### src/rtl/nn_pkg.sv
// Shared definitions for the weight loader: loader states, stream byte width
// and a small helper for counter sizing.
package nn_pkg;

    localparam int BYTE_W = 8;

    typedef enum logic [1:0] {
        IDLE     = 2'd0,
        ASSEMBLE = 2'd1,
        WRITE    = 2'd2,
        DONE     = 2'd3
    } state_t;

    // Width of a counter that must hold values 0..n-1; never narrower than 1 bit.
    function automatic int cnt_width(input int n);
        return (n > 1) ? $clog2(n) : 1;
    endfunction

endpackage

### src/rtl/weight_ram_loader_if.sv
// Byte stream handshake feeding the weight loader (valid/ready, 8-bit data).
interface weight_ram_loader_if;

    logic                     in_valid;
    logic [nn_pkg::BYTE_W-1:0] in_data;
    logic                     in_ready;

    // Producer side: drives bytes, observes ready.
    modport master (output in_valid, output in_data, input in_ready);
    // Loader side: consumes bytes, drives ready.
    modport slave  (input in_valid, input in_data, output in_ready);

endinterface

### src/rtl/weight_ram_loader_packer.sv
// Packs accepted stream bytes MSB-first into a WIDTH-bit word and flags the
// byte that completes the word.
module weight_byte_packer
    import nn_pkg::*;
#(
    parameter int WIDTH = 8
) (
    input  logic              clk,
    input  logic              rst_n,
    input  logic              start,
    input  logic              accept,
    input  logic [BYTE_W-1:0] in_data,
    output logic [WIDTH-1:0]  word,
    output logic              word_valid
);

    localparam int BYTES = WIDTH / BYTE_W;
    localparam int CNT_W = cnt_width(BYTES);

    logic [CNT_W-1:0] byte_idx_reg, byte_idx_next;
    logic [WIDTH-1:0] word_reg, word_next;
    logic [WIDTH-1:0] shifted;
    logic             last_byte;

    assign last_byte  = (byte_idx_reg == CNT_W'(BYTES - 1));
    assign word_valid = accept && last_byte;
    assign word       = word_reg;

    // A single-byte word has nothing to shift; wider words shift left by a byte.
    generate
        if (BYTES == 1) begin : g_single
            assign shifted = in_data;
        end else begin : g_multi
            assign shifted = {word_reg[WIDTH-BYTE_W-1:0], in_data};
        end
    endgenerate

    // Next byte index and word: start restarts counting, accept shifts a byte in.
    always_comb begin
        byte_idx_next = byte_idx_reg;
        word_next     = word_reg;
        if (start) begin
            byte_idx_next = '0;
        end else if (accept) begin
            word_next     = shifted;
            byte_idx_next = last_byte ? '0 : byte_idx_reg + CNT_W'(1);
        end
    end

    // Packer state registers; reset discards any partial word.
    always_ff @(posedge clk or negedge rst_n) begin
        if (!rst_n) begin
            byte_idx_reg <= '0;
            word_reg     <= '0;
        end else begin
            byte_idx_reg <= byte_idx_next;
            word_reg     <= word_next;
        end
    end

endmodule

### src/rtl/weight_ram_loader.sv
// Run-time loadable weight RAM: byte stream in, sequential word writes from
// address 0, ROM-compatible registered read port (out-of-range reads give 0).
module weight_ram_loader
    import nn_pkg::*;
#(
    parameter int WIDTH     = 8,
    parameter int DEPTH     = 16,
    parameter int DEPTH_LOG = $clog2(DEPTH)
) (
    input  logic                clk,
    input  logic                rst_n,
    input  logic                wr_start,
    weight_ram_loader_if.slave  in_bus,
    output logic                load_busy,
    output logic                load_done,
    output logic [15:0]         wr_count,
    input  logic [15:0]         addr_rd,
    output logic [WIDTH-1:0]    data_out
);

    state_t                 state_reg, state_next;
    logic [DEPTH_LOG-1:0]   wr_addr_reg, wr_addr_next;
    logic [15:0]            wr_count_reg, wr_count_next;
    logic                   pack_start;
    logic                   mem_we;
    logic                   accept;
    logic                   word_valid;
    logic [WIDTH-1:0]       packed_word;

    logic [WIDTH-1:0]       mem [DEPTH];

    assign accept          = in_bus.in_valid && (state_reg == ASSEMBLE);
    assign in_bus.in_ready = (state_reg == ASSEMBLE);
    assign load_busy       = (state_reg == ASSEMBLE) || (state_reg == WRITE);
    assign load_done       = (state_reg == DONE);
    assign wr_count        = wr_count_reg;

    weight_byte_packer #(
        .WIDTH (WIDTH)
    ) u_packer (
        .clk        (clk),
        .rst_n      (rst_n),
        .start      (pack_start),
        .accept     (accept),
        .in_data    (in_bus.in_data),
        .word       (packed_word),
        .word_valid (word_valid)
    );

    // Load sequencing: wr_start only honoured when no load is running.
    always_comb begin
        state_next    = state_reg;
        wr_addr_next  = wr_addr_reg;
        wr_count_next = wr_count_reg;
        pack_start    = 1'b0;
        mem_we        = 1'b0;
        unique case (state_reg)
            IDLE, DONE: begin
                if (wr_start) begin
                    state_next    = ASSEMBLE;
                    wr_addr_next  = '0;
                    wr_count_next = '0;
                    pack_start    = 1'b1;
                end
            end
            ASSEMBLE: begin
                if (word_valid) begin
                    state_next = WRITE;
                end
            end
            WRITE: begin
                mem_we        = 1'b1;
                wr_count_next = wr_count_reg + 16'd1;
                if (wr_addr_reg == DEPTH_LOG'(DEPTH - 1)) begin
                    state_next = DONE;
                end else begin
                    wr_addr_next = wr_addr_reg + DEPTH_LOG'(1);
                    state_next   = ASSEMBLE;
                end
            end
            default: state_next = IDLE;
        endcase
    end

    // Loader control registers.
    always_ff @(posedge clk or negedge rst_n) begin
        if (!rst_n) begin
            state_reg    <= IDLE;
            wr_addr_reg  <= '0;
            wr_count_reg <= '0;
        end else begin
            state_reg    <= state_next;
            wr_addr_reg  <= wr_addr_next;
            wr_count_reg <= wr_count_next;
        end
    end

    // RAM write port; contents deliberately survive reset.
    always_ff @(posedge clk) begin
        if (mem_we) begin
            mem[wr_addr_reg] <= packed_word;
        end
    end

    // Registered read port, read-first against a same-cycle write.
    always_ff @(posedge clk or negedge rst_n) begin
        if (!rst_n) begin
            data_out <= '0;
        end else if (32'(addr_rd) < DEPTH) begin
            data_out <= mem[addr_rd[DEPTH_LOG-1:0]];
        end else begin
            data_out <= '0;
        end
    end

endmodule

### src/flat_wrapper.sv
// flat-port wrapper written by rule: the top's interface ports become plain ports
module weight_ram_loader_flat import nn_pkg::*;
#(
    parameter int WIDTH     = 8,
    parameter int DEPTH     = 16,
    parameter int DEPTH_LOG = $clog2(DEPTH)
)
  (clk, rst_n, wr_start, load_busy, load_done, wr_count, addr_rd, data_out, in_bus_in_valid, in_bus_in_data, in_bus_in_ready);
  weight_ram_loader_if in_bus_i ();
  input  logic clk;
  input  logic rst_n;
  input  logic wr_start;
  output logic load_busy;
  output logic load_done;
  output logic [15:0] wr_count;
  input  logic [15:0] addr_rd;
  output logic [WIDTH-1:0] data_out;
  input wire logic [$bits(in_bus_i.in_valid)-1:0] in_bus_in_valid;
  input wire logic [$bits(in_bus_i.in_data)-1:0] in_bus_in_data;
  output wire logic [$bits(in_bus_i.in_ready)-1:0] in_bus_in_ready;
  assign in_bus_i.in_valid = in_bus_in_valid;
  assign in_bus_i.in_data = in_bus_in_data;
  assign in_bus_in_ready = in_bus_i.in_ready;
  weight_ram_loader #(.WIDTH(WIDTH), .DEPTH(DEPTH), .DEPTH_LOG(DEPTH_LOG)) u_core (.clk(clk), .rst_n(rst_n), .wr_start(wr_start), .in_bus(in_bus_i), .load_busy(load_busy), .load_done(load_done), .wr_count(wr_count), .addr_rd(addr_rd), .data_out(data_out));
endmodule
### config.mk
export PLATFORM = sky130hd
export DESIGN_NAME = weight_ram_loader_flat
export DESIGN_NICKNAME = d
export VERILOG_FILES = /design/src/rtl/nn_pkg.sv /design/src/rtl/weight_ram_loader_if.sv /design/src/rtl/weight_ram_loader_packer.sv /design/src/rtl/weight_ram_loader.sv /design/src/flat_wrapper.sv
export SDC_FILE = /design/constraint.sdc
export NUM_CORES = 1
export LEC_CHECK = 0
export ABC_AREA = 0
export CAP_MARGIN = 30
export CORE_ASPECT_RATIO = 0.75
export CORE_MARGIN = 2
export CORE_UTILIZATION = 58
export CTS_CLUSTER_DIAMETER = 40
export DETAILED_ROUTE_END_ITERATION = 6
export GPL_TIMING_DRIVEN = 0
export PLACE_DENSITY = 0.9
export SYNTH_ARGS = -nofsm -noshare
export SYNTH_HDL_FRONTEND = slang
export SYNTH_SLANG_ARGS = --single-unit
### constraint.sdc
create_clock -name clk -period 3.28 [get_ports clk]
set_clock_uncertainty 0.2 [all_clocks]
set_input_delay 0.328 -clock clk [delete_from_list [all_inputs] [get_ports clk]]
set_output_delay 0.328 -clock clk [all_outputs]
set_load 0.02 [all_outputs]
==> flow_summary.toml, run 1 <==
[setup_path]
startpoint = "u_core.state_reg[0]"
cp_data_arrival_time_ps = 2790
crit_path_start_kind = "register"
r2r_cells = 6
path_max_fanout = 10
worstSetupEndpointType = "register"
r2r_start = "u_core.state_reg[0]"
reg2reg_to = "u_core.mem[1][7]"
crit_type = "reg -> reg"
r2r_slack_ps = 330
required_ps = 3120

[power_and_ir_drop]
power.share.sequential_pct = 49.8
powerDensity_mw_per_mm2 = 724
switchingPower_w = 0.00158
p_clk_share_pct = 37.2
intPower_w = 0.00437
p_leak_nw = 2.90
p_comb_share_pct = 13.0
ir_worst_vdd_v = 0.000555
p_sw_share_pct = 26.5

[routing]
drtIter0Drc = 528
top_layer = "met4"
wl_mm = 14.3
drtAntennaViolNets = 0
wl_met1_mm = 6.09
dr.pass1.iters = 5
via_per_inst = 6.07
wl_met3_mm = 1.10
num_vias = 3917
wl_met2_mm = 6.86
drc = 0
wl_per_cell_um = 22.2

[outcome]
outcome = "finished, final reports clean"

[logic_synthesis]
synth_ff_type = "edfxtp_1"
synth_top_area_share_pct = 56.4
syn_inst = 397
synth_cell_type_count = 41
syn_area_per_cell_sq_um = 17.2
yosysSeqAreaShare_pct = 70.4
synthTopCellsByArea = "edfxtp_1, dfrtp_1, mux4_2"
syn_area_sq_mm = 0.00681
synth_edf_count = 128
ys_ff_latch = 166
async_flop_share_pct = 22.9
ys_warn_count = 0
synth_nets = 433
yosysTopAreaCell = "edfxtp_1"

[cts]
cts_hold_buf = 1
tritoncts = "done"
cts_resized = 0
clk_latency_ps = 420
cts.sinks = 166
clock_path_buffers = 2
clk_pin_slew_ps = 60
cts_max_level = 4
cts-root-buf = "clkbuf_16"
post_cts_buffers = 0
cts_made_buffers = 17

[die]
die_w_um = 129
initial_core_util_pct = 59.1
dieArea_sq_mm = 0.0126
row_count = 34
core_sq_mm = 0.0115
pin_count = 55
die_y_um = 97.9

[hold_path]
hold_depth = 2
hold_path_class = "in -> reg"
min-delay-start = "in_bus_in_data[3]"
whs_endpoint = "u_core.u_packer.word[3]"

[sta]
maxSlewViolCount = 0
tightest_slew_ps = 907
finalCritPeriodShare_pct = 90.0
hold_ws_ps = 324
slew_headroom_pct = 39.5
rsz0062_at_grt = "false"
setup_ws_ps = 328
final-setup-viol-count = 0
hold_viol_final = 0
setup_tns_ps = 0
fmax_mhz = 339
period_needed_ps = 2950

[cells_and_area]
antenna_cells = 0
areaGrowthSynthToFinish_pct = 20.5
fin_nets = 507
fin_area_sq_mm = 0.00821
largest_reg_flops = 128
layout-drive-gt1-share_pct = 17.8
fin_util_pct = 71.2

[grt]
grt_pass1_wl_mm = 22.3
grt_pass1_vias = 4072
globalRouteOverflowTotal = 0
grt_max_degree = 39
track_usage_pct = 24.3
antenna_found_initial = 0

[run]
drv_cap = 0

[placed_design]
gp_congestion = 0.847
place_ws_ps = 452
port_buffers = 52
dpl_cell_area_sq_mm = 0.00754
hpwl_mm = 9.36
-- metal layers --
| metal | vias up | track usage, % |
|---|---|---|
| met2 | 179 | 37.9 |
| met5 | - | 0 |
| met1 | 1992 | 33.7 |
| li1 | 1720 | - |
| met3 | 26 | 6.25 |
| met4 | 0 | 8.95 |
-- stage by stage --
| stage | cells | total power (W) |
|---|---|---|
| finish | 645 | 0.00595 |
| global route | 645 | 0.00615 |
| CTS | 645 | 0.00595 |
| detailed placement | 613 | 0.00375 |
| global placement | 611 | 0.00366 |
| floorplan | 397 | 0.00335 |
-- layout by cell type (no fill, tap or decap), types with 6 or more instances in the layout --
cell / n
edfxtp_1: 128
clkdlybuf4s50_1: 51
dfrtp_1: 38
mux4_2: 32
nor2_1: 29
mux2i_1: 19
clkbuf_16: 17
nand2_1: 16
inv_1: 9
nand4_1: 9
o21ai_0: 9
o22ai_1: 8
nand3_1: 8
mux2_2: 8
xnor2_1: 8
ha_1: 8
clkbuf_1: 7
a21oi_1: 7
buf_2: 6
nor4_1: 6
bufinv_16: 6
-- worst max-delay path: stages, from the launching register on --
cell and delay (ps):
dfrtp_1 420, inv_1 80, ha_1 310, clkbuf_1 410
buf_2 300, nand2_1 160, nor2_1 700
-- worst max-delay path by stage --
stage	depth (start not counted)	slack [ps]	end
finish	6	330	u_core.mem[1][7]
global placement	6	310	u_core.mem[2][2]
floorplan	6	800	u_core.mem[2][0]
detailed placement	7	450	u_core.mem[6][2]
global route	7	180	u_core.mem[6][0]
CTS	7	400	u_core.mem[6][5]
-- cells in the mapped netlist (all sizes together), types with 2 or more instances --
cell type,instances
edfxtp,128
dfrtp,38
mux4,32
nor2,29
mux2i,20
nand2,16
buf,10
inv,9
nand4,9
o21ai,9
a21oi,8
ha,8
mux2,8
nand3,8
o22ai,8
xnor2,8
clkbuf,6
nor3,6
nor4,6
nand2b,5
and3,4
a31o,3
nor2b,3
a221oi,2
a32oi,2
and4,2
o311ai,2
-- area by class of cell --
type	instances	area, sq um
sequential	166	4790
fill	709	3320
multi-input combinational	206	1910
timing repair buffer	55	538
clock buffer	18	429
clock inverter	13	229
tap	162	203
buffer	16	76.3
inverter	9	33.8
-- power by group through the flow --
stage | combinational, W | sequential, W | clock (W)
4_1_cts | 0.000767 | 0.00296 | 0.00223
3_5_place_dp | 0.000750 | 0.00300 | 0
2_1_floorplan | 0.000509 | 0.00284 | 0
3_3_place_gp | 0.000708 | 0.00295 | 0
6_report | 0.000771 | 0.00296 | 0.00221
5_1_grt | 0.000840 | 0.00300 | 0.00231
-- kinds of logic after synthesis --
logic type	synth area share, %
flip-flops	70.4
AND/OR/NAND/NOR	7.14
multiplexers	14.9
AO/OA/AOI/OAI	3.47
buffers and inverters	1.62
XOR/XNOR	1.03
adder cells (fa/ha/maj)	1.47
(Power assumes the default switching activity.)
==> inputs of run 2 (changes only) <==
--- a/constraint.sdc
+++ b/constraint.sdc
@@ -3,3 +3,3 @@
 set_input_delay 0.328 -clock clk [delete_from_list [all_inputs] [get_ports clk]]
 set_output_delay 0.328 -clock clk [all_outputs]
-set_load 0.02 [all_outputs]
+set_load 0.05 [all_outputs]
==> results of run 2 <==
Same layout as run 1 (identical final DEF). Status: finished, final reports clean.
Among the figures that moved: total power 0.00595 W -> 0.00601 W; worst IR drop on VDD 0.000555 V -> 0.000761 V
